[src/rtl/dct_dot8.sv]
`default_nettype none
// ============================================================================
// Module      : dct_dot8
// Description : One 8-point DCT dot product. Fetches the 8 coefficients of a
//               row from the 64x24 coefficient ROM ({Q1.15 mantissa, signed
//               exponent}), multiply-accumulates against latched samples and
//               emits a saturated signed result with a one-cycle done pulse.
//               Optional macro DCT_DOT8_ROUND_EN selects round-half-up output
//               conversion instead of truncation toward -infinity.
// Revision    : 1.0 - initial release
// ============================================================================
module dct_dot8 #(
    parameter int SW      = 8,
    parameter int OUT_W   = 16,
    parameter int ACC_W   = 40,
    parameter int EXP_MAX = 8
) (
    input  logic                    clk,
    input  logic                    rst,
    input  logic                    start,
    input  logic [2:0]              row,
    input  logic [8*SW-1:0]         samples,
    output logic [5:0]              rom_add,
    output logic                    rom_rd,
    input  logic [23:0]             rom_data,
    output logic                    busy,
    output logic                    done,
    output logic signed [OUT_W-1:0] result,
    output logic                    ovf
);

    // State encoding
    localparam logic [1:0] c_IDLE  = 2'd0;
    localparam logic [1:0] c_FETCH = 2'd1;
    localparam logic [1:0] c_DRAIN = 2'd2;
    localparam logic [1:0] c_DONE  = 2'd3;

    localparam logic [7:0]              c_exp_max = 8'(EXP_MAX);
    localparam logic [8:0]              c_rsh_max = 9'd23;
    localparam logic signed [ACC_W-1:0] c_out_max = ACC_W'((2 ** (OUT_W - 1)) - 1);
    localparam logic signed [ACC_W-1:0] c_out_min = ACC_W'(-(2 ** (OUT_W - 1)));
`ifdef DCT_DOT8_ROUND_EN
    localparam logic signed [ACC_W-1:0] c_half    = ACC_W'(2 ** 14);
`endif

    logic [1:0]              r_state;
    logic [2:0]              r_row;
    logic [8*SW-1:0]         r_samples;
    logic [2:0]              r_k;
    logic [2:0]              r_kd;
    logic                    r_rd_d;
    logic signed [ACC_W-1:0] r_acc;

    logic signed [SW-1:0]    w_sample;
    logic signed [15:0]      w_ma;
    logic [7:0]              w_ea;
    logic signed [SW+15:0]   w_prod;
    logic signed [ACC_W-1:0] w_prod_ext;
    logic [8:0]              w_neg_ea;
    logic [7:0]              w_lsh;
    logic [8:0]              w_rsh;
    logic signed [ACC_W-1:0] w_shifted;
    logic signed [ACC_W-1:0] w_acc_next;
    logic signed [ACC_W-1:0] w_acc_rnd;
    logic signed [ACC_W-1:0] w_r;

    // Decode the returning coefficient, scale the product and form the next accumulator / output value
    always_comb begin
        w_ma       = $signed(rom_data[23:8]);
        w_ea       = rom_data[7:0];
        // r_kd tracks which sample the ROM word now on rom_data belongs to
        w_sample   = r_samples[r_kd*SW +: SW];
        w_prod     = w_sample * w_ma;
        w_prod_ext = {{(ACC_W-SW-16){w_prod[SW+15]}}, w_prod};
        // Magnitude of a negative exponent; 9 bits so that -128 negates cleanly
        w_neg_ea   = 9'd0 - {w_ea[7], w_ea};
        w_lsh      = (w_ea > c_exp_max) ? c_exp_max : w_ea;
        w_rsh      = (w_neg_ea > c_rsh_max) ? c_rsh_max : w_neg_ea;
        w_shifted  = w_ea[7] ? (w_prod_ext >>> w_rsh) : (w_prod_ext <<< w_lsh);
        w_acc_next = r_rd_d ? (r_acc + w_shifted) : r_acc;
`ifdef DCT_DOT8_ROUND_EN
        w_acc_rnd  = w_acc_next + c_half;
`else
        w_acc_rnd  = w_acc_next;
`endif
        w_r        = w_acc_rnd >>> 15;
    end

    // Control FSM with registered ROM interface, accumulator and result/saturation outputs
    always_ff @(posedge clk) begin
        if (rst) begin
            r_state   <= c_IDLE;
            r_row     <= 3'd0;
            r_samples <= '0;
            r_k       <= 3'd0;
            r_kd      <= 3'd0;
            r_rd_d    <= 1'b0;
            r_acc     <= '0;
            rom_add   <= 6'd0;
            rom_rd    <= 1'b0;
            busy      <= 1'b0;
            done      <= 1'b0;
            result    <= '0;
            ovf       <= 1'b0;
        end else begin
            // ROM data lags the read by one cycle, so delay the read strobe and index with it
            r_rd_d <= rom_rd;
            r_kd   <= r_k;
            r_acc  <= w_acc_next;
            done   <= 1'b0;
            case (r_state)
                c_IDLE: begin
                    if (start) begin
                        r_row     <= row;
                        r_samples <= samples;
                        r_acc     <= '0;
                        r_k       <= 3'd0;
                        rom_add   <= {row, 3'd0};
                        rom_rd    <= 1'b1;
                        busy      <= 1'b1;
                        r_state   <= c_FETCH;
                    end
                end
                c_FETCH: begin
                    if (r_k == 3'd7) begin
                        rom_rd  <= 1'b0;
                        r_state <= c_DRAIN;
                    end else begin
                        r_k     <= r_k + 3'd1;
                        rom_add <= {r_row, r_k + 3'd1};
                    end
                end
                c_DRAIN: begin
                    // The final coefficient is folded in here, so convert from the next-accumulator value
                    done <= 1'b1;
                    if (w_r > c_out_max) begin
                        result <= c_out_max[OUT_W-1:0];
                        ovf    <= 1'b1;
                    end else if (w_r < c_out_min) begin
                        result <= c_out_min[OUT_W-1:0];
                        ovf    <= 1'b1;
                    end else begin
                        result <= w_r[OUT_W-1:0];
                        ovf    <= 1'b0;
                    end
                    r_state <= c_DONE;
                end
                c_DONE: begin
                    busy    <= 1'b0;
                    r_state <= c_IDLE;
                end
                default: r_state <= c_IDLE;
            endcase
        end
    end

endmodule
`default_nettype wire

[config.mk]
export PLATFORM = sky130hd
export DESIGN_NAME = dct_dot8
export DESIGN_NICKNAME = d
export VERILOG_FILES = /design/src/rtl/dct_dot8.sv
export SDC_FILE = /design/constraint.sdc
export NUM_CORES = 1
export LEC_CHECK = 0
export ABC_CLOCK_PERIOD_IN_PS = 29400
export CAP_MARGIN = 40
export CORE_ASPECT_RATIO = 1.75
export CORE_MARGIN = 2
export CORE_UTILIZATION = 40
export CTS_BUF_LIST = sky130_fd_sc_hd__clkbuf_2
export CTS_CLUSTER_DIAMETER = 200
export DETAILED_ROUTE_END_ITERATION = 10
export PLACE_DENSITY = 0.56
export SKIP_CTS_REPAIR_TIMING = 1
export SYNTH_ARGS = -nofsm -noshare
export SYNTH_HDL_FRONTEND = slang
export SYNTH_SLANG_ARGS = --single-unit
export TNS_END_PERCENT = 1
[constraint.sdc]
create_clock -name clk -period 29.4 [get_ports clk]
set_input_delay 7.35 -clock clk [delete_from_list [all_inputs] [get_ports clk]]
set_output_delay 7.35 -clock clk [all_outputs]
set_load 0.01 [all_outputs]
Word-level counts from Yosys, hierarchy flattened
Cells that the tools add are included.
{"block": "word_totals", "register_bits": 142, "in_bits": 94, "output_inout_bits": 26, "word_cells": 63}
{"block": "op_classes", "n_addsub": 3, "n_mul": 1, "order_cmp": 4, "n_eq_ne": 7, "shifts": 3, "mux": 24, "n_reduce_logical": 8}
{"cell": "$mux W40", "n": 4}
{"cell": "$shiftx A64 B7 Y8", "n": 1}
{"cell": "$add A40 B40 Y40", "n": 1}
{"cell": "$sshl A24 B8 Y40", "n": 1}
{"cell": "$sshr A24 B9 Y40", "n": 1}
{"cell": "$mux W16", "n": 2}
{"cell": "$gt A25 B16 Y1 const B", "n": 1}
{"cell": "$lt A25 B16 Y1 const B", "n": 1}
{"cell": "$mul A8 B16 Y24", "n": 1}
{"cell": "$mux W6", "n": 2}
{"cell": "$pmux W6 S2", "n": 1}
{"cell": "$gt A9 B5 Y1 const B", "n": 1}
{"cell": "$mux W9", "n": 1}
{"cell": "$sub A1 B8 Y9 const A", "n": 1}
{"cell": "$gt A8 B4 Y1 const B", "n": 1}
{"cell": "$mux W8", "n": 1}
{"cell": "$pmux W2 S4", "n": 1}
{"cell": "$mux W3", "n": 2}
{"cell": "$ne A2 B2 Y1 const B", "n": 3}
{"cell": "$pmux W3 S2", "n": 1}
{"cell": "$reduce_and A2 Y1", "n": 3}
{"cell": "$reduce_and A3 Y1", "n": 2}
{"cell": "$mux W1", "n": 5}
{"cell": "$eq A2 B2 Y1 const B", "n": 2}
{"cell": "7 further kinds", "n": 10}

Logic depth before layout (Yosys ltp)
Gate-level depths: netlist of the first run.
{"block": "depth", "depth_word": 10, "depth_mapped": 43, "depth_no_buf": 37}

Worst setup path before layout of the first run
No wires, ideal clock.
{"block": "synth_path", "path_type": "in2reg", "startpoint": "in rom_data[8]", "endpoint": "reg result[10]", "setup_ns": 0.080, "arrival_time_ns": 15.262, "required_time_ns": 29.320, "path_slack_ns": 14.059, "stages": 31, "n_path_buf": 0, "cell_sequence": "or2_2 fa_1 fa_1 inv_1 fa_1 inv_1 fa_1 inv_1 ha_1 a211oi_1 o21bai_1 o21a_1 o41ai_2 a2111oi_4 mux2_2 mux2_2 nor2_1 a21oi_1 a22oi_1 ha_1 nand2_1 or4b_4 o21ai_2 a211oi_1 or4_1 a31oi_1 xnor2_1 mux2i_4 o41a_1 or2_1 a211oi_2"}
{"block": "synth_via", "elab_chain_len": 8, "word_cells_on_any_way": 10, "cone_classes": "add/sub: 1; mul: 1; order compare: 2; shift: 2; mux: 4"}
{"item": "start, declared", "line_no": "25", "source": "input logic [23:0] rom_data,"}
{"item": "$mul A8 B16 Y24 *", "line_no": "73", "source": "w_prod = w_sample * w_ma;"}
{"item": "$sshl A24 B8 Y40 or $sshr A24 B9 Y40 (tied branches)", "line_no": "79", "source": "w_shifted = w_ea[7] ? (w_prod_ext >>> w_rsh) : (w_prod_ext <<< w_lsh);"}
{"item": "$mux W40 *", "line_no": "79"}
{"item": "$add A40 B40 Y40 *", "line_no": "80", "source": "w_acc_next = r_rd_d ? (r_acc + w_shifted) : r_acc;"}
{"item": "$mux W40 *", "line_no": "80"}
{"item": "$lt A25 B16 Y1", "line_no": "139", "source": "end else if (w_r < c_out_min) begin"}
{"item": "$mux W16", "line_no": "139"}
{"item": "$mux W16 *", "line_no": "136", "source": "if (w_r > c_out_max) begin"}
{"item": "end signal, assigned", "line_no": "137", "source": "result <= c_out_max[OUT_W-1:0];"}
{"item": "end signal, assigned", "line_no": "140", "source": "result <= c_out_min[OUT_W-1:0];"}
{"item": "end signal, assigned", "line_no": "143", "source": "result <= w_r[OUT_W-1:0];"}
{"item": "end, declared", "line_no": "28", "source": "output logic signed [OUT_W-1:0] result,"}
Mark *: on every way between the ends. The rest lies on a longest branch, timed or not.
A chain may end at the register's enable or synchronous reset.

Final worst setup path of the first run
{"block": "layout_path", "startpoint": "in rom_data[17]", "endpoint": "reg result[0]"}
Same word-level chain as after synthesis.

==> results of run 1 <==
## report_power, final
group	total, uW	internal, uW	leakage [uW]	switching, uW
registers	255	231	0.00114	24.5
logic	1730	628	0.00611	1100
clock network	113	26.4	0.000131	86.7
## final cells by class
cell class	count	area, sq um
flip-flops and latches	139	2784
repair buffers	151	1441
clock buffers	18	90.09
fillers	3904	20940
diodes	1	2.502
clock inverters	14	131.4
multi-input cells	1543	11630
well taps	485	606.8
inverters	174	653.1
## stage by stage
step | utilization, % | instance area, sq um
2_1_floorplan | - | 15480
3_3_place_gp | 44.53 | 17040
3_5_place_dp | 44.69 | 17100
4_1_cts | 45.27 | 17330
5_1_grt | 45.29 | 17340
6_report | 45.29 | 17340
## synthesized netlist by cell type, types with 29 or more instances
cell and n:
ha_1 92, fa_1 104, inv_1 173, nor2_1 160, nand3_1 31, nor2b_1 87
xnor2_1 37, a211oi_1 33, nand2b_1 35, a21o_1 29, dfxtp_1 139, clkbuf_1 82
mux2i_1 85, o21ai_0 72, nand2_1 259, a21oi_1 187
## kinds of logic (layout without fill, tap and decap cells)
family,Yosys count,count (layout)
AO/OA/AOI/OAI,482,482
XOR/XNOR,53,53
adder cells (fa/ha/maj),196,196
buffers and inverters,285,357
flip-flops,139,139
multiplexers,126,126
other,0,1
AND/OR/NAND/NOR,686,686
## sequential cells by signal, indices dropped and copies added (netlist names)
| name | flops |
|---|---|
| r_state | 2 |
| r_row | 3 |
| done | 1 |
| rom_add | 6 |
| r_kd | 3 |
| r_samples | 64 |
| result | 16 |
| r_rd_d | 1 |
| busy | 1 |
| r_acc | 40 |
| rom_rd | 1 |
| ovf | 1 |
## layer usage
metal	GRT usage (%)	part of all wire (%)
met5	0	0
met2	50.52	55
met3	2.756	2.6
met1	24.62	34
met4	17.42	7.6
## critical path, delay by kind of cell
family / cells / cell delay (ns)
compound gates: 13 / 3.43
buf+inv: 4 / 1.03
simple gates: 7 / 2.23
mux: 3 / 0.87
fa+ha+maj: 6 / 2.79
## worst paths after layout
check	start	end	slack, ns	cells past startpoint
worst min-delay path	r_samples[55]$_SDFFE_PP0P_	r_samples[55]$_SDFFE_PP0P_	0.47	2
worst min register to register	r_samples[55]$_SDFFE_PP0P_	r_samples[55]$_SDFFE_PP0P_	0.47	2
worst max register to register	r_kd[0]$_SDFF_PP0_	result[0]$_SDFFE_PP0P_	17.72	36
worst max-delay path	rom_data[17]	result[0]$_SDFFE_PP0P_	12.35	33
==> out/results.tsv, run 1 <==
stage	metric	value	unit
cts	Clock Root Buffer	clkbuf_2	
cts	clock buffer depth	2	
cts	TritonCTS Buffers	17	
routing	vias per cell	5.653	
synth	adder-cell area share of the yosys netlist	20.88	%
place	Placed Cells	2491	
job	max_cap viols	0	
place	# port buffers	119	
synth	Gate Count Post-Synth	1967	
synth	Synth top area share	17.97	%
power	Pwr Total	2094	uW
place	GP Congestion	0.9442	
synth	Synth Area in Simple Gates	20.88	%
sta	fin. max-slew vios	0	
global_route	first-pass GRT wire length	81390	um
synth	main combinational cell family by area after synthesis	adder cells	
routing	TritonRoute pass-1 iters	5	
worst_hold_path	Hold Crit Class	reg2reg	
final_layout	Area Overhead vs Synth	11.98	%
synth	number of flops mapped to enable cells by yosys	0	
synth	FFs w/ async S/R, synth	0	%
routing	post-route antenna net violation count	0	
routing	drt drc	0	
synth	Netlist Area Pre-Place	15480	sq um
sta	slew margin rel.	31.33	%
cts	Clk Latency, worst-skew pair	0.82	ns
sta	Hold Vio Cnt, Final	0	
global_route	Congestion Overflow GR	0	
synth	Mean Syn Cell Area	7.870	sq um
cts	clock sink total	139	
floorplan	die footprint	40350	sq um
power	Power Density	120.8	nW/um^2
setup_path	critical path type	in2reg	
sta	WHS	0.4685	ns
final_layout	most common cell after layout, fill and taps aside	nand2_1	
floorplan	core region area	38270	sq um
setup_path	worst-path maximum fanout	9	
floorplan	die width	152.7	um
floorplan	Top-Level Pins	120	
sta	actual slew at the worst max-slew pin	1.021	ns
sta	setup ws final	12.35	ns
synth	synth unique cells	98	
power	worst vdd ir	0.1037	mV
synth	Synthesized Nets	2257	
status	status	complete, no violations	
synth	post-synthesis sequential area ratio	17.97	%
synth	Compound-Gate Fraction of Synth Area	20.28	%
routing	WL/cell	20.44	um
place	post-placement worst setup slack	11.33	ns
synth	top_reg_cell synth	dfxtp_1	
setup_path	crit path capture type	register	
setup_path	CP required	30.08	ns
setup_path	startpoint types	input port	
final_layout	Final nets	2316	
setup_path	CP Data Arrival Time	17.73	ns
routing	overall routed net length	51600	um
synth	Synth Warn #	0	
power	Leak	0.007377	uW
floorplan	Die Y	264.3	um
global_route	Total GRT Usage	25.71	%
cts	CTS clk-pin slew, worst paths	0.23	ns
sta	Achievable Freq	58.64	MHz
sta	Setup TNS	0	ns
global_route	vias in the first global route	14840	
sta	Finish-stage setup viols	0	
final_layout	most frequent cells in the layout	nand2_1, a21oi_1, inv_1	
routing	Iter 0 DRT Violations	667	
synth	mux contribution to synthesized area	9.884	%
setup_path	critical path's most frequent cell	fa_1	
setup_path	CP max stage cell	nor4_1	
place	Post-DP HPWL	42300	um
synth	ranking of synthesized cells by area	dfxtp_1, fa_1, ha_1, nand2_1, a21oi_1	
cts	TritonCTS clock tree	done	
floorplan	starting density of the core	40.45	%
setup_path	delay of the slowest critical-path stage	0.83	ns
global_route	antenna violations before repair	1	
final_layout	Finished Layout Cells	2525	
routing	via count	14280	
synth	register bit total from synthesis	139	
floorplan	num rows	95	
final_layout	fraction of layout cells with a size suffix above 1	7.258	%
sta	fin crit share	58.00	%
synth	XOR/XNOR share of the synthesized area	2.998	%
sta	Worst Skew	0.06960	ns
sta	unrepaired setup endpoints after global routing	no	
cts	H-tree depth	4	
sta	Final min period	17.05	ns
global_route	pin count of the biggest net entering global routing	77	
synth	cell taking the most area after synthesis	dfxtp_1	
Power figures use the tool's default switching activity.
==> inputs of run 2 (changes only) <==
- ABC_CLOCK_PERIOD_IN_PS: 29400 -> 16400
- clock period: 29.4 -> 16.4 ns (I/O delays scaled with it)
==> out/results.tsv, run 2 (synthesis gave the netlist of run 1 again) <==
stage	metric	value	unit
place	Post-DP HPWL	42100	um
global_route	GRT met1 Usage	26.02	%
cts	TritonCTS clock tree	done	
routing	overall routed net length	52580	um
floorplan	Die Y	264.3	um
worst_hold_path	hold path depth	2	
final_layout	most frequent cells in the layout	nand2_1, a21oi_1, inv_1	
setup_path	worst-path maximum fanout	9	
sta	Hold Vio Cnt, Final	0	
sta	Setup TNS	0	ns
sta	unrepaired setup endpoints after global routing	no	
setup_path	critical path's most frequent cell	fa_1	
job	max_cap viols	0	
place	Placed Cells	2492	
final_layout	Reg area	2784	sq um
global_route	antenna violations before repair	1	
sta	Finish-stage setup viols	0	
global_route	grt met3 use	2.887	%
place	GP Congestion	1.003	
sta	slew margin rel.	46.11	%
final_layout	Final nets	2316	
sta	fin. max-slew vios	0	
setup_path	crit path capture type	register	
final_layout	Largest regs	r_samples x64, r_acc x40, result x16	
global_route	vias in the first global route	15030	
floorplan	core region area	38270	sq um
routing	Iter 0 DRT Violations	757	
routing	post-route antenna net violation count	0	
global_route	Total GRT Usage	26.17	%
sta	fin crit share	82.70	%
routing	via count	14290	
power	worst vdd ir	0.1875	mV
setup_path	delay of the slowest critical-path stage	0.69	ns
routing	drt drc	0	
setup_path	cell count along the critical path	32	
cts	clock sink total	139	
sta	actual slew at the worst max-slew pin	0.8036	ns
final_layout	Area Overhead vs Synth	12.05	%
global_route	first-pass GRT wire length	82960	um
global_route	Congestion Overflow GR	0	
floorplan	num rows	95	
setup_path	CP required	17.09	ns
power	Leak	0.007387	uW
final_layout	area of the multi-input gates	11630	sq um
final_layout	most common cell after layout, fill and taps aside	nand2_1	
final_layout	fill count	3954	
floorplan	die width	152.7	um
floorplan	starting density of the core	40.45	%
setup_path	Worst Path Buf+Inv	4	
place	# port buffers	119	
final_layout	max FFs per register	64	
cts	Clk Latency, worst-skew pair	0.82	ns
final_layout	Finished Layout Cells	2525	
sta	Achievable Freq	73.73	MHz
final_layout	largest reg by FF count	r_samples	
setup_path	critical path type	in2reg	
setup_path	CP Data Arrival Time	14.25	ns
status	status	complete, no violations	
final_layout	fraction of layout cells with a size suffix above 1	7.308	%
setup_path	Top Family by Delay on Critical Path	compound AO/OA/AOI/OAI gates	
setup_path	Reg2Reg Depth	35	
routing	vias per cell	5.661	
setup_path	startpoint types	input port	
floorplan	Top-Level Pins	120	
sta	Final min period	13.56	ns
cts	CTS clk-pin slew, worst paths	0.22	ns
cts	TritonCTS Buffers	17	
cts	Clock Root Buffer	clkbuf_2	
setup_path	CP max stage cell	clkdlybuf4s50_1	
routing	WL/cell	20.82	um
floorplan	die footprint	40350	sq um
global_route	Most Crowded Layer GR	met2	
cts	clock buffer depth	2	
sta	Worst Skew	0.06065	ns
global_route	met2 Use GR	51.97	%
routing	TritonRoute pass-1 iters	5	
cts	H-tree depth	4	
power	Power Density	218.8	nW/um^2
global_route	pin count of the biggest net entering global routing	68	
worst_hold_path	Hold Crit Class	reg2reg	
## run 2: path summary, 6_finish.rpt
check | slack [ns] | startpoint | to
worst min-delay path | 0.47 | r_samples[53]$_SDFFE_PP0P_ | r_samples[53]$_SDFFE_PP0P_
worst max-delay path | 2.84 | rom_data[17] | result[1]$_SDFFE_PP0P_
worst max register to register | 5.06 | r_kd[0]$_SDFF_PP0_ | result[1]$_SDFFE_PP0P_
worst min register to register | 0.47 | r_samples[53]$_SDFFE_PP0P_ | r_samples[53]$_SDFFE_PP0P_
## run 2: cell type report
| cell class | instances | share of cell area, % |
|---|---|---|
| Multi-Input combinational cell | 1543 | 67.02 |
| Clock inverter | 14 | 0.7574 |
| Clock buffer | 18 | 0.5193 |
| Inverter | 174 | 3.765 |
| Tap cell | 485 | 3.498 |
| Timing Repair Buffer | 151 | 8.374 |
| Antenna cell | 1 | 0.01443 |
| Sequential cell | 139 | 16.05 |
## run 2: power by group
part | internal, uW | switching (uW) | leakage (uW)
sequential | 414 | 46.2 | 0.00114
clock | 47.3 | 158 | 0.000134
combinational | 1130 | 2000 | 0.00612
## run 2: stage by stage
step / instance area (sq um) / utilization (%) / hold slack [ns] / power (uW) / setup slack [ns]
after detailed placement: 17120 / 44.74 / 0.4447 / 3555 / 2.082
after global routing: 17350 / 45.32 / 0.4810 / 4126 / 2.252
after CTS: 17340 / 45.32 / 0.4710 / 3783 / 2.942
after floorplan: 15480 / - / 0.4331 / 2640 / 4.309
after global placement: 17040 / 44.53 / 0.4409 / 3535 / 1.823
final: 17350 / 45.32 / 0.4686 / 3796 / 2.838
## run 2: tightest hold or removal path: stages, from the launching register on
cell	delay [ns]
dfxtp_1	0.36
nand2_1	0.05
a21oi_1	0.05
## run 2: metal layers
layer  wire, um  up-vias
met1      18410     6933
met3       1488      135
met2      29660      351
met4       3032        0
met5          0        -
li1           -     6875
==> inputs of run 3 (changes only) <==
- ABC_CLOCK_PERIOD_IN_PS: 16400 -> 12300
- PLACE_DENSITY: 0.56 -> 0.58
- clock period: 16.4 -> 12.3 ns (I/O delays scaled with it)
==> out/results.tsv, run 3 (synthesis gave the netlist of run 1 again) <==
stage	metric	value	unit
sta	Hold Vio Cnt, Final	0	
setup_path	startpoint types	input port	
cts	H-tree depth	4	
power	Seq pwr share	10.2	%
sta	fin. max-slew vios	0	
setup_path	critical path's most frequent cell	fa_1	
power	Switching Fraction	51.31	%
setup_path	worst reg2reg endpoint	result[0]$_SDFFE_PP0P_	
setup_path	Reg2Reg Depth	38	
sta	slew margin rel.	42.50	%
final_layout	fraction of layout cells with a size suffix above 1	17.11	%
cts	CTS clk-pin slew, worst paths	0.23	ns
place	Post-DP Area	18890	sq um
setup_path	CP required	13.05	ns
place	# port buffers	119	
power	sw power	3095	uW
power	worst vdd ir	0.2428	mV
final_layout	Largest regs	r_samples x64, r_acc x40, result x16	
setup_path	critical path type	in2reg	
setup_path	CP max stage cell	clkdlybuf4s50_1	
power	internal power	2938	uW
final_layout	Area Overhead vs Synth	23.91	%
global_route	Congestion Overflow GR	0	
setup_path	crit path capture type	register	
final_layout	most frequent cells in the layout	buf_4, nand2_1, a21oi_1	
worst_hold_path	hold path depth	2	
floorplan	Top-Level Pins	120	
global_route	Total GRT Usage	26.51	%
floorplan	die footprint	40350	sq um
routing	Iter 0 DRT Violations	715	
setup_path	CP Data Arrival Time	12.59	ns
setup_path	Worst Setup SP	rom_data[17]	
cts	Clk Latency, worst-skew pair	0.83	ns
power	combinational power share	85.1	%
final_layout	Reg area	2784	sq um
routing	post-route antenna net violation count	0	
sta	Final min period	11.84	ns
final_layout	most common cell after layout, fill and taps aside	buf_4	
global_route	vias in the first global route	16170	
routing	drt drc	0	
cts	clock sink total	139	
job	max_cap viols	0	
sta	Worst Skew	0.04911	ns
routing	overall routed net length	53210	um
power	Leak	0.008580	uW
setup_path	FF-to-FF Start	r_kd[0]$_SDFF_PP0_	
sta	Setup TNS	0	ns
status	status	complete, no violations	
floorplan	die width	152.7	um
final_layout	Util after Layout	50.12	%
final_layout	Finished Layout Cells	2760	
global_route	pin count of the biggest net entering global routing	88	
cts	TritonCTS clock tree	done	
sta	actual slew at the worst max-slew pin	0.8614	ns
final_layout	area of the multi-input gates	11670	sq um
final_layout	fill count	3850	
worst_hold_path	Hold Crit Class	reg2reg	
place	GP Congestion	1.016	
routing	TritonRoute pass-1 iters	5	
final_layout	fin area	19180	sq um
sta	Achievable Freq	84.47	MHz
place	Placed Cells	2726	
setup_path	worst-path maximum fanout	10	
cts	clock buffer depth	2	
routing	via count	15280	
place	Post-DP HPWL	43560	um
floorplan	Die Y	264.3	um
floorplan	starting density of the core	40.45	%
sta	unrepaired setup endpoints after global routing	no	
routing	vias per cell	5.534	
final_layout	Final nets	2550	
final_layout	max FFs per register	64	
setup_path	r2r setup slk	1.17	ns
sta	Finish-stage setup viols	0	
setup_path	delay of the slowest critical-path stage	0.63	ns
floorplan	core region area	38270	sq um
power	clock power share	4.7	%
floorplan	num rows	95	
routing	WL/cell	19.28	um
cts	TritonCTS Buffers	17	
setup_path	end of the critical path	result[0]$_SDFFE_PP0P_	
cts	Clock Root Buffer	clkbuf_2	
sta	fin crit share	96.25	%
global_route	antenna violations before repair	2	
power	Power Density	314.5	nW/um^2
global_route	first-pass GRT wire length	84770	um
final_layout	largest reg by FF count	r_samples	
run 3: changes by cell type in the layout (fill, tap and decap cells not counted), sizes merged:
cell | before | now
clkbuf | 18 | 17
dlymetal6s2s | 0 | 4
clkinvlp | 2 | 1
buf | 33 | 267
clkinv | 5 | 4
inv | 181 | 184
clkdlybuf4s50 | 118 | 114
diode | 1 | 2
run 3: final cells by class:
type                            instances  share of cell area [%]
Antenna cell                            2                 0.02609
Clock buffer                           17                  0.4435
Clock inverter                         15                  0.7762
Inverter                              174                   3.405
Multi-Input combinational cell       1543                   60.82
Sequential cell                       139                   14.51
Tap cell                              485                   3.163
Timing Repair Buffer                  385                   16.85
run 3: worst min-delay path by stage:
stage / from / end / slack, ns
6_report: r_samples[39]$_SDFFE_PP0P_ / r_samples[39]$_SDFFE_PP0P_ / 0.47
5_1_grt: r_samples[8]$_SDFFE_PP0P_ / r_samples[8]$_SDFFE_PP0P_ / 0.48
2_1_floorplan: r_samples[16]$_SDFFE_PP0P_ / r_samples[16]$_SDFFE_PP0P_ / 0.43
3_3_place_gp: r_samples[40]$_SDFFE_PP0P_ / r_samples[40]$_SDFFE_PP0P_ / 0.44
3_5_place_dp: r_samples[20]$_SDFFE_PP0P_ / r_samples[20]$_SDFFE_PP0P_ / 0.45
4_1_cts: r_samples[42]$_SDFFE_PP0P_ / r_samples[42]$_SDFFE_PP0P_ / 0.47
run 3: power by group through the flow:
stage	clock, uW	sequential [uW]	combinational, uW
6_report	284	617	5130
5_1_grt	310	629	5610
4_1_cts	292	617	5090
3_5_place_dp	0	626	5050
3_3_place_gp	0	623	5030
2_1_floorplan	0	619	2900
run 3: metal layers:
| metal | vias up | global-route usage [%] | routed length (um) |
|---|---|---|---|
| met3 | 188 | 2.904 | 1440 |
| met1 | 7379 | 25.52 | 18340 |
| met2 | 381 | 51.57 | 29190 |
| li1 | 7327 | - | - |
| met5 | - | 0 | 0 |
| met4 | 0 | 18.62 | 4239 |
run 3: metrics by stage:
step                hold WS [ns]  power, uW  setup WS (ns)
finish                    0.4716       6033         0.4616
global route              0.4834       6552        0.02749
CTS                       0.4737       6000         0.2457
detailed placement        0.4468       5677        -0.5677
global placement          0.4409       5653        -0.5276
floorplan                 0.4331       3520          1.234
run 3: critical path: cells and delay by family:
family / cells / cell delay (ns)
XOR/XNOR: 1 / 0.21
buffers and inverters: 6 / 1.29
AO/OA/AOI/OAI: 15 / 3.66
adder cells (fa/ha/maj): 6 / 2.73
multiplexers: 2 / 0.44
AND/OR/NAND/NOR: 4 / 1.17
==> variant (settings of run 3) <==
Put one more register stage on the output `result`. The value now appears one clock later. The other outputs are not delayed to match. Comments in the files are not updated.
--- a/src/rtl/dct_dot8.sv
+++ b/src/rtl/dct_dot8.sv
@@ -39,6 +39,8 @@
     localparam logic [8:0]              c_rsh_max = 9'd23;
     localparam logic signed [ACC_W-1:0] c_out_max = ACC_W'((2 ** (OUT_W - 1)) - 1);
     localparam logic signed [ACC_W-1:0] c_out_min = ACC_W'(-(2 ** (OUT_W - 1)));
+
+    logic signed [OUT_W-1:0] result_s0;
 `ifdef DCT_DOT8_ROUND_EN
     localparam logic signed [ACC_W-1:0] c_half    = ACC_W'(2 ** 14);
 `endif
@@ -100,7 +102,7 @@
             rom_rd    <= 1'b0;
             busy      <= 1'b0;
             done      <= 1'b0;
-            result    <= '0;
+            result_s0 <= '0;
             ovf       <= 1'b0;
         end else begin
             // ROM data lags the read by one cycle, so delay the read strobe and index with it
@@ -134,13 +136,13 @@
                     // The final coefficient is folded in here, so convert from the next-accumulator value
                     done <= 1'b1;
                     if (w_r > c_out_max) begin
-                        result <= c_out_max[OUT_W-1:0];
+                        result_s0 <= c_out_max[OUT_W-1:0];
                         ovf    <= 1'b1;
                     end else if (w_r < c_out_min) begin
-                        result <= c_out_min[OUT_W-1:0];
+                        result_s0 <= c_out_min[OUT_W-1:0];
                         ovf    <= 1'b1;
                     end else begin
-                        result <= w_r[OUT_W-1:0];
+                        result_s0 <= w_r[OUT_W-1:0];
                         ovf    <= 1'b0;
                     end
                     r_state <= c_DONE;
@@ -154,6 +156,10 @@
         end
     end
 
+    always_ff @(posedge clk) begin
+        result <= result_s0;
+    end
+
 endmodule
 `default_nettype wire
 
Behaviour: same outputs for any inputs over 10 cycles, from zero or initial values and one cycle with rst high; that may be too few to reach the edited logic, so the function may still have changed.
==> variant against run 3 <==
  * Power down 19%
  * Clock power is 4% lower
  * Worst hold slack got worse by 140 ps
  * Sequential cell count rose by 16
  * Cell count shrank 3.2%
  * Sequential power up 9.9%
  * Worst setup slack better by 140 ps
  * Cell area decreased by 3.3%
  * Routed wire length decreased by 13%
  * Synthesized area grew 0.91%
  * Largest power group unchanged
==> variant: results (changes against run 3) <==
global_route:
  grt_pass1_vias: 15169  # -6.2%
  grt_util_met3: 0.0223  # -0.00672
  grt_antenna_before_repair: 2  # unchanged
  grt_pass1_wl_um: 76300  # -10%
  met2_usage: 0.456  # -0.0595
  grtUsageMet1: 0.244  # -0.0114
  grt.total_usage: 0.231  # -0.0344
  grt_max_degree: 72  # -18%
cts:
  clk_pin_slew_ps: 250  # +20 ps
  insertion_delay_ps: 780  # -50 ps
  cts_root_buf: "clkbuf_2"
power:
  p_int_mw: 2.37  # -19%
  max-vdd-ir-drop_v: 0.000198  # -18%
  p_leak_nw: 8.03  # -6.4%
routing:
  met2WireLength_um: 25600  # -12%
  routed_via_density: 5.41  # -2.2%
  topRoutingLayerUsed: "met4"
  initialDrtViolationCount: 801  # +12%
  drt_wl_total_um: 46400  # -13%
  wl_met1_um: 17500  # -4.3%
  drcViolationCount: 0  # unchanged
  wl_met3_um: 1170  # -19%
  dr.pass1.iters: 5  # unchanged
hold_path:
  hold_class: "reg -> reg"
  min_from: "result_s0[9]$_SDFFE_PP0P_"
setup_path:
  arrival_ps: 12390  # -200 ps
  crit_family: "compound AO/OA/AOI/OAI gates"
  crit_path_start: "rom_data[8]"
  reg2reg_from: "r_kd[0]$_SDFF_PP0_"
  worst_path_max_delay_cell: "fa_1"
  cpPeakStageDelay_ps: 550  # -80 ps
  worst-path-max-fanout: 5  # -5
synth:
  synthTopCellsByCount: "nand2_1 (289), inv_1 (180), a21oi_1 (168)"
  ys_types: 91  # -7.1%
  synth_cells: 1979  # +0.61%
  yosysWarnings: 0  # unchanged
  ys.flop_type: "dfxtp_1"
  async_reset_ff_frac: 0  # unchanged
  synthTopCellsByArea: "dfxtp_1 (20%), fa_1 (13%), ha_1 (7.4%), nand2_1 (6.9%), a21oi_1 (5.4%)"
  ys_seq_area_frac: 0.199  # +0.0189
  synth_fp_nets: 2269  # +0.53%
placement:
  dp_hpwl_um: 37000  # -15%
  gp_congestion: 1.00  # -1.5%
  port-buffer-count: 119  # unchanged
  post-place-ws_ps: -267  # +300 ps
  post-place-cells: 2639  # -3.2%
sta:
  slew_headroom: 0.375  # -0.0500
  fin_worst_skew_ps: 57.7  # +8.60 ps
final_layout:
  drive_gt1_frac: 0.128  # -0.0431
  top_regs: "r_samples x64, r_acc x40"
  fillCellCount: 3900  # +1.3%
  layout.nets: 2464  # -3.4%
  stdcell_count: 2673  # -3.2%
status:
  status: "finished, final reports clean"
-- variant: cell count changes after synthesis, moves of 13 or more --
cell,before,now
dfxtp_1,139,155
o21ai_0,72,103
mux2i_1,85,52
a21oi_1,187,168
a22o_1,13,0
nand2_1,259,289
nor2b_1,87,100
-- variant: kinds of logic (layout without fill, tap and decap cells) --
logic type	Yosys count	after routing	share of synthesized area
AND/OR/NAND/NOR	697	697	0.207
AO/OA/AOI/OAI	496	496	0.207
buffers and inverters	288	495	0.0740
adder cells (fa/ha/maj)	196	196	0.207
flip-flops	155	155	0.199
multiplexers	90	90	0.0726
XOR/XNOR	57	57	0.0341
other	0	2	0
-- variant: cell type report --
type | instances | area share
diodes | 2 | 0.000270
clock buffers | 18 | 0.00486
clock inverters | 13 | 0.00641
inverters | 180 | 0.0364
multi-input cells | 1536 | 0.615
flip-flops and latches | 155 | 0.167
well taps | 485 | 0.0327
repair buffers | 284 | 0.137
-- variant: final timing paths --
kind / end / depth (start not counted) / slack [ps]
worst min register to register: result[9]$_DFF_P_ / 0 / 330
worst max-delay path: result_s0[9]$_SDFFE_PP0P_ / 38 / 600
worst max register to register: result_s0[9]$_SDFFE_PP0P_ / 42 / 1600
worst min-delay path: result[9]$_DFF_P_ / 0 / 330
-- variant: power by group through the flow --
stage               Combinational [mW]  Sequential, mW  Clock, mW
finish                            3.97           0.678      0.272
global route                      4.37           0.692      0.305
CTS                               3.94           0.678      0.286
detailed placement                3.91           0.688          0
global placement                  3.88           0.690          0
floorplan                         2.43           0.683          0
-- variant: stage by stage --
step	cell area, µm²	utilization	total power, mW
after global placement	18200	0.471	4.57
after CTS	18500	0.480	4.90
after detailed placement	18300	0.475	4.60
final	18500	0.481	4.92
after floorplan	15600	-	3.11
after global routing	18500	0.481	5.37
